$ cat config.mk
export PLATFORM = sky130hd
export DESIGN_NAME = ena_gen_multi
export DESIGN_NICKNAME = d
export VERILOG_FILES = /design/src/rtl/ena_gen_multi.sv
export SDC_FILE = /design/constraint.sdc
export NUM_CORES = 1
export LEC_CHECK = 0
export CAP_MARGIN = 20
export CORE_UTILIZATION = 35
export DETAILED_ROUTE_END_ITERATION = 6
export DONT_BUFFER_PORTS = 1
export GPL_ROUTABILITY_DRIVEN = 0
export PLACE_DENSITY_LB_ADDON = 0.25
export SETUP_SLACK_MARGIN = 0.4
export SLEW_MARGIN = 15
export SYNTH_ARGS = -nofsm -noshare
export SYNTH_HDL_FRONTEND = slang
export SYNTH_SLANG_ARGS = --single-unit
$ cat constraint.sdc
create_clock -name ckht -period 11.2 [get_ports ckht]
set_input_delay 2.8 -clock ckht [delete_from_list [all_inputs] [get_ports ckht]]
set_output_delay 2.8 -clock ckht [all_outputs]
set_load 0.01 [all_outputs]
$ cat src/rtl/ena_gen_multi.sv
// ena_gen_multi: multi-channel clock-enable generator.
//
// Each of NUM_CH channels divides ckht by its own runtime-programmable
// divisor and produces a one-cycle enable pulse (tick) plus a 50 % square
// wave (sq) that toggles on every tick. New divisors land in a per-channel
// shadow register and only take effect at the channel's wrap, while the
// channel is stopped, or on a sync_clr. A running period is therefore never
// cut short or stretched by a write.
//
// Ports:
//   ckht      in   system clock, rising-edge active
//   rst_n     in   synchronous reset, active-low
//   run       in   per-channel count enable
//   sync_clr  in   synchronous restart / phase alignment of all channels
//   wr_en     in   divisor write strobe
//   wr_ch     in   target channel of the write (>= NUM_CH is ignored)
//   wr_div    in   new divisor value (0 behaves as 1)
//   tick      out  registered one-cycle enable pulse per channel
//   sq        out  registered square wave per channel
//   pending   out  shadow divisor written but not yet active
//
// Write port: wr_en is a single-cycle strobe with no back-pressure. A write
// is accepted on every ckht edge where wr_en=1 and wr_ch<NUM_CH; there is
// no ready signal and no write is ever stalled or dropped for a valid
// channel.
//
// Priority on every edge: rst_n > sync_clr > write/count.

module ena_gen_multi #(
  parameter int CLK_HZ  = 50000000,
  parameter int NUM_CH  = 4,
  parameter int CNT_W   = 26,
  parameter int DEF_DIV = CLK_HZ / 1000
) (
  input  logic              ckht,
  input  logic              rst_n,
  input  logic [NUM_CH-1:0] run,
  input  logic              sync_clr,
  input  logic              wr_en,
  input  logic [3:0]        wr_ch,
  input  logic [CNT_W-1:0]  wr_div,
  output logic [NUM_CH-1:0] tick,
  output logic [NUM_CH-1:0] sq,
  output logic [NUM_CH-1:0] pending
);

  localparam logic [CNT_W-1:0] DEF_VAL = CNT_W'(DEF_DIV);

  logic [CNT_W-1:0]  cnt [NUM_CH];
  logic [CNT_W-1:0]  div [NUM_CH];
  logic [CNT_W-1:0]  shd [NUM_CH];
  logic [CNT_W-1:0]  lim [NUM_CH];
  logic [NUM_CH-1:0] wrap;
  logic [NUM_CH-1:0] wr_hit;

  // lim is the last count value of a period (D-1), with a divisor of 0
  // treated as 1. The wrap test uses >= so that a counter left above a
  // smaller divisor applied while stopped wraps at once instead of running
  // all the way around 2^CNT_W.
  always_comb begin
    for (int i = 0; i < NUM_CH; i++) begin
      lim[i]    = (div[i] == '0) ? '0 : div[i] - 1'b1;
      wrap[i]   = run[i] && (cnt[i] >= lim[i]);
      wr_hit[i] = wr_en && (wr_ch == 4'(i));
    end
  end

  always_ff @(posedge ckht) begin
    if (!rst_n) begin
      for (int i = 0; i < NUM_CH; i++) begin
        cnt[i] <= '0;
        div[i] <= DEF_VAL;
        shd[i] <= DEF_VAL;
      end
      tick    <= '0;
      sq      <= '0;
      pending <= '0;
    end else if (sync_clr) begin
      // Restart every channel at phase 0. A write on this edge goes straight
      // into the active divisor; otherwise any pending shadow is adopted.
      for (int i = 0; i < NUM_CH; i++) begin
        cnt[i] <= '0;
        if (wr_hit[i]) begin
          div[i] <= wr_div;
          shd[i] <= wr_div;
        end else if (pending[i]) begin
          div[i] <= shd[i];
        end
      end
      tick    <= '0;
      sq      <= '0;
      pending <= '0;
    end else begin
      for (int i = 0; i < NUM_CH; i++) begin
        if (wrap[i]) begin
          cnt[i]  <= '0;
          tick[i] <= 1'b1;
          sq[i]   <= ~sq[i];
        end else begin
          if (run[i]) begin
            cnt[i] <= cnt[i] + 1'b1;
          end
          tick[i] <= 1'b0;
        end
        // Shadow is adopted at the wrap or whenever the channel is stopped.
        // This reads the shadow before the write below updates it, so a
        // write colliding with a wrap stays pending for the next period.
        if (pending[i] && (wrap[i] || !run[i])) begin
          div[i]     <= shd[i];
          pending[i] <= 1'b0;
        end
        if (wr_hit[i]) begin
          shd[i]     <= wr_div;
          pending[i] <= 1'b1;
        end
      end
    end
  end

endmodule

==> impl_metrics.py <==
metrics = {
    "sta": {
        "final_hold_viol_count": 0,
        "timing_worst_slew_pin_value_ns": 0.988,
        "whs_ns": 0.506,
        "maxSlewViolCount": 0,
        "rsz0062_at_grt": "no",
        "finalSetupViolCount": 0,
        "skew_ns": 0.0195,
        "fmax_mhz": 153,
        "fin_setup_tns_ns": 0,
        "period_needed_ns": 6.52,
        "min_period_over_period": 0.582,
        "slew_headroom": 0.340,
    },
    "critical_path": {
        "path_class": "register to register",
        "r2r_setup_slack_ns": 4.68,
        "setup.worst_path.start_class": "register",
        "cp.required_ns": 11.50,
        "crit_fanout": 26,
        "ff2ff_path_depth": 18,
        "critPathArrivalTime_ns": 6.82,
        "r2r_start": "div[0][0]$_DFFE_PP_",
        "crit_path_end_kind": "register",
        "r2r_end": "div[0][23]$_DFFE_PP_",
    },
    "drt": {
        "postRouteAntennaNets": 0,
        "vias_per_cell": 5.29,
        "drt_wl_total_um": 44500,
        "dr.first_iter.drc_count": 902,
        "wl_per_cell_um": 18.0,
        "drt_first_pass_iters": 5,
        "drc": 0,
        "dr_total_vias": 13100,
    },
    "clocking": {
        "clock-sinks": 324,
        "cts-resized-gates": 0,
        "cts.clk_slew.worst_paths_ns": 0.06,
        "cts_hold_buf": 0,
        "cts_tree": "built",
        "root_buffer": "clkbuf_16",
        "post_cts_buffers": 0,
        "htree_levels": 2,
        "clk_latency_ns": 0.55,
        "clockBufferDepth": 3,
        "cts_made_buffers": 37,
    },
    "die": {
        "coreArea_mm2": 0.0527,
        "die_x_um": 233,
        "dieArea_mm2": 0.0544,
        "row_count": 84,
        "start_util": 0.355,
        "die_h_um": 233,
        "io_pins": 50,
    },
    "yosys": {
        "yosysWarnings": 0,
        "postSynthAreaPerCell_um2": 10.6,
        "synth-xor-area-share": 0.0768,
        "syn_nets": 1918,
        "synth_top_family_by_area": "simple AND/OR/NAND/NOR gates",
        "synth.area.mux_share": 0.0314,
        "synth_edf_count": 286,
        "ys_seq_area_frac": 0.500,
        "synth_area_mm2": 0.0187,
        "synth_seq_cells": 324,
        "async_flop_share": 0,
        "syn_inst": 1768,
        "synth_flop_cell": "edfxtp_1",
        "synth-compound-area-share": 0.0791,
        "synth_cell_types": 65,
        "yosys.area_share.simple": 0.215,
        "yosys.area_share.adder": 0.0749,
    },
    "flow_run": {
        "cap_viol_max_count": 0,
    },
    "worst_hold_path": {
        "worstHoldPathCells": 2,
        "min_to": "cnt[0][25]$_SDFFE_PP0P_",
        "hp-start": "cnt[0][25]$_SDFFE_PP0P_",
        "hold_path_class": "register to register",
    },
    "finish": {
        "diodes": 0,
        "fin_nets": 1910,
        "fill_cells": 5089,
        "most-common-layout-cells": "edfxtp_1, nor2_1, nand2_1",
        "fin_area_mm2": 0.0206,
        "fin_util": 0.391,
        "final_common_cell": "edfxtp_1",
        "final_cells": 2475,
        "drive_above_1_share": 0.0722,
        "area_growth_pct": 10.2,
    },
    "global_route": {
        "grt_usage": 0.165,
        "antenna_found_initial": 2,
        "grt_pass1_vias": 12794,
        "grt_first_pass_wirelength_um": 70200,
        "grt_max_degree": 42,
        "overflow": 0,
    },
    "power_and_ir_drop": {
        "switching_share": 0.232,
        "cellLeakagePower_nw": 8.16,
        "p_clk_frac": 0.423,
        "p_comb_frac": 0.058,
        "ir_worst_vdd_v": 0.000107,
        "intPower_mw": 2.08,
        "p_per_area_mw_per_mm2": 132,
        "p_seq_frac": 0.519,
        "power_switching_uw": 629,
    },
    "place": {
        "io_buffers": 0,
        "dp_hpwl_um": 31000,
        "placed_cell_area_mm2": 0.0195,
        "dp_cells": 2408,
    },
    "outcome": {
        "status": "completed",
    },
}
[cell type report]
cell class | count | area [um2] | area share
multi-input combinational | 1336 | 8960 | 0.435
timing repair buffer | 17 | 163 | 0.00789
clock buffer | 44 | 952 | 0.0462
tap | 688 | 861 | 0.0418
inverter | 44 | 165 | 0.00801
clock inverter | 22 | 156 | 0.00759
sequential | 324 | 9350 | 0.454
[critical path, stage by stage, from the launching register on]
cell and delay (ns):
edfxtp_1 0.41, inv_1 0.09, ha_1 0.18, nand2_1 0.08, or2_1 0.25, or4_4 0.46
or4_1 0.59, or3_1 0.67, and2_1 0.29, ha_1 0.26, nand2b_1 0.14, a21oi_1 0.16
nor3_1 0.07, o41ai_1 0.36, a221o_1 0.53, nand3_1 0.58, o2111ai_2 0.35, buf_4 0.39
mux2_2 0.39
[state kept, by name (all words and copies together), names as in the netlist]
register  flops
shd         104
cnt         104
pending       4
sq            4
div         104
tick          4
[synthesized netlist by cell type, types with 3 or more instances]
| cell | count | area, um2 |
|---|---|---|
| nand2_1 | 171 | 642 |
| nor3_1 | 28 | 140 |
| nand4_1 | 38 | 238 |
| a21boi_0 | 3 | 22.5 |
| dfxtp_1 | 38 | 761 |
| nor4b_1 | 4 | 35.0 |
| nor2_1 | 202 | 758 |
| mux2i_1 | 35 | 350 |
| or4_4 | 3 | 33.8 |
| nand3_1 | 58 | 290 |
| o31ai_1 | 12 | 90.1 |
| a211oi_1 | 6 | 45.0 |
| o211ai_1 | 3 | 22.5 |
| or3_1 | 12 | 75.1 |
| and2_0 | 5 | 31.3 |
| a31oi_1 | 5 | 31.3 |
| o21ai_0 | 23 | 115 |
| and4_1 | 9 | 78.8 |
| xor2_1 | 115 | 1010 |
| o41ai_1 | 3 | 26.3 |
| xnor2_1 | 49 | 429 |
| a31o_2 | 5 | 43.8 |
| clkbuf_1 | 50 | 188 |
| nand2b_1 | 30 | 188 |
| buf_2 | 12 | 60.1 |
| a21oi_1 | 66 | 330 |
| mux2_2 | 21 | 236 |
| and2_1 | 49 | 307 |
| nor3b_1 | 3 | 22.5 |
| edfxtp_1 | 286 | 8590 |
| and3_1 | 62 | 388 |
| or2_2 | 15 | 93.8 |
| ha_1 | 112 | 1400 |
| nor4_1 | 21 | 131 |
| o21a_1 | 5 | 37.5 |
| a22o_1 | 40 | 350 |
| or4_1 | 21 | 158 |
| nor2b_1 | 48 | 300 |
| inv_1 | 43 | 161 |
| a21o_1 | 25 | 188 |
[layer usage]
| metal | vias to the layer above | share of wire | GRT usage |
|---|---|---|---|
| met2 | 230 | 0.46 | 0.264 |
| met1 | 6429 | 0.47 | 0.227 |
| met3 | 53 | 0.058 | 0.0317 |
| li1 | 6388 | - | - |
| met4 | 0 | 0.017 | 0.0437 |
| met5 | - | 0 | 0 |
[how the worst max path moves through the flow]
stage | from | to | depth (start not counted)
after floorplan | div[0][0]$_DFFE_PP_ | div[0][0]$_DFFE_PP_ | 20
after global placement | div[0][0]$_DFFE_PP_ | div[0][20]$_DFFE_PP_ | 18
after detailed placement | div[0][0]$_DFFE_PP_ | div[0][23]$_DFFE_PP_ | 18
after CTS | div[0][0]$_DFFE_PP_ | div[0][23]$_DFFE_PP_ | 18
after global routing | div[0][0]$_DFFE_PP_ | div[0][5]$_DFFE_PP_ | 18
final | div[0][0]$_DFFE_PP_ | div[0][23]$_DFFE_PP_ | 18
[kinds of logic (layout without fill, tap and decap cells)]
logic type | Yosys count | after routing
simple gates | 790 | 790
xor+xnor | 164 | 164
flops | 324 | 324
mux | 56 | 56
buf+inv | 108 | 127
compound gates | 214 | 214
fa+ha+maj | 112 | 112
[power by group through the flow]
stage,registers [mW],logic [mW],clock network (mW)
2_1_floorplan,1.42,0.121,0
3_3_place_gp,1.43,0.149,0
3_5_place_dp,1.43,0.157,0
4_1_cts,1.41,0.158,1.18
5_1_grt,1.41,0.180,1.23
6_report,1.41,0.157,1.15
[through the flow]
| step | setup slack [ns] | power, mW |
|---|---|---|
| final | 4.68 | 2.71 |
| after global routing | 4.31 | 2.82 |
| after CTS | 4.72 | 2.75 |
| after detailed placement | 4.71 | 1.59 |
| after global placement | 4.84 | 1.58 |
| after floorplan | 4.86 | 1.54 |
No activity file was read; power rests on OpenSTA's default activity.
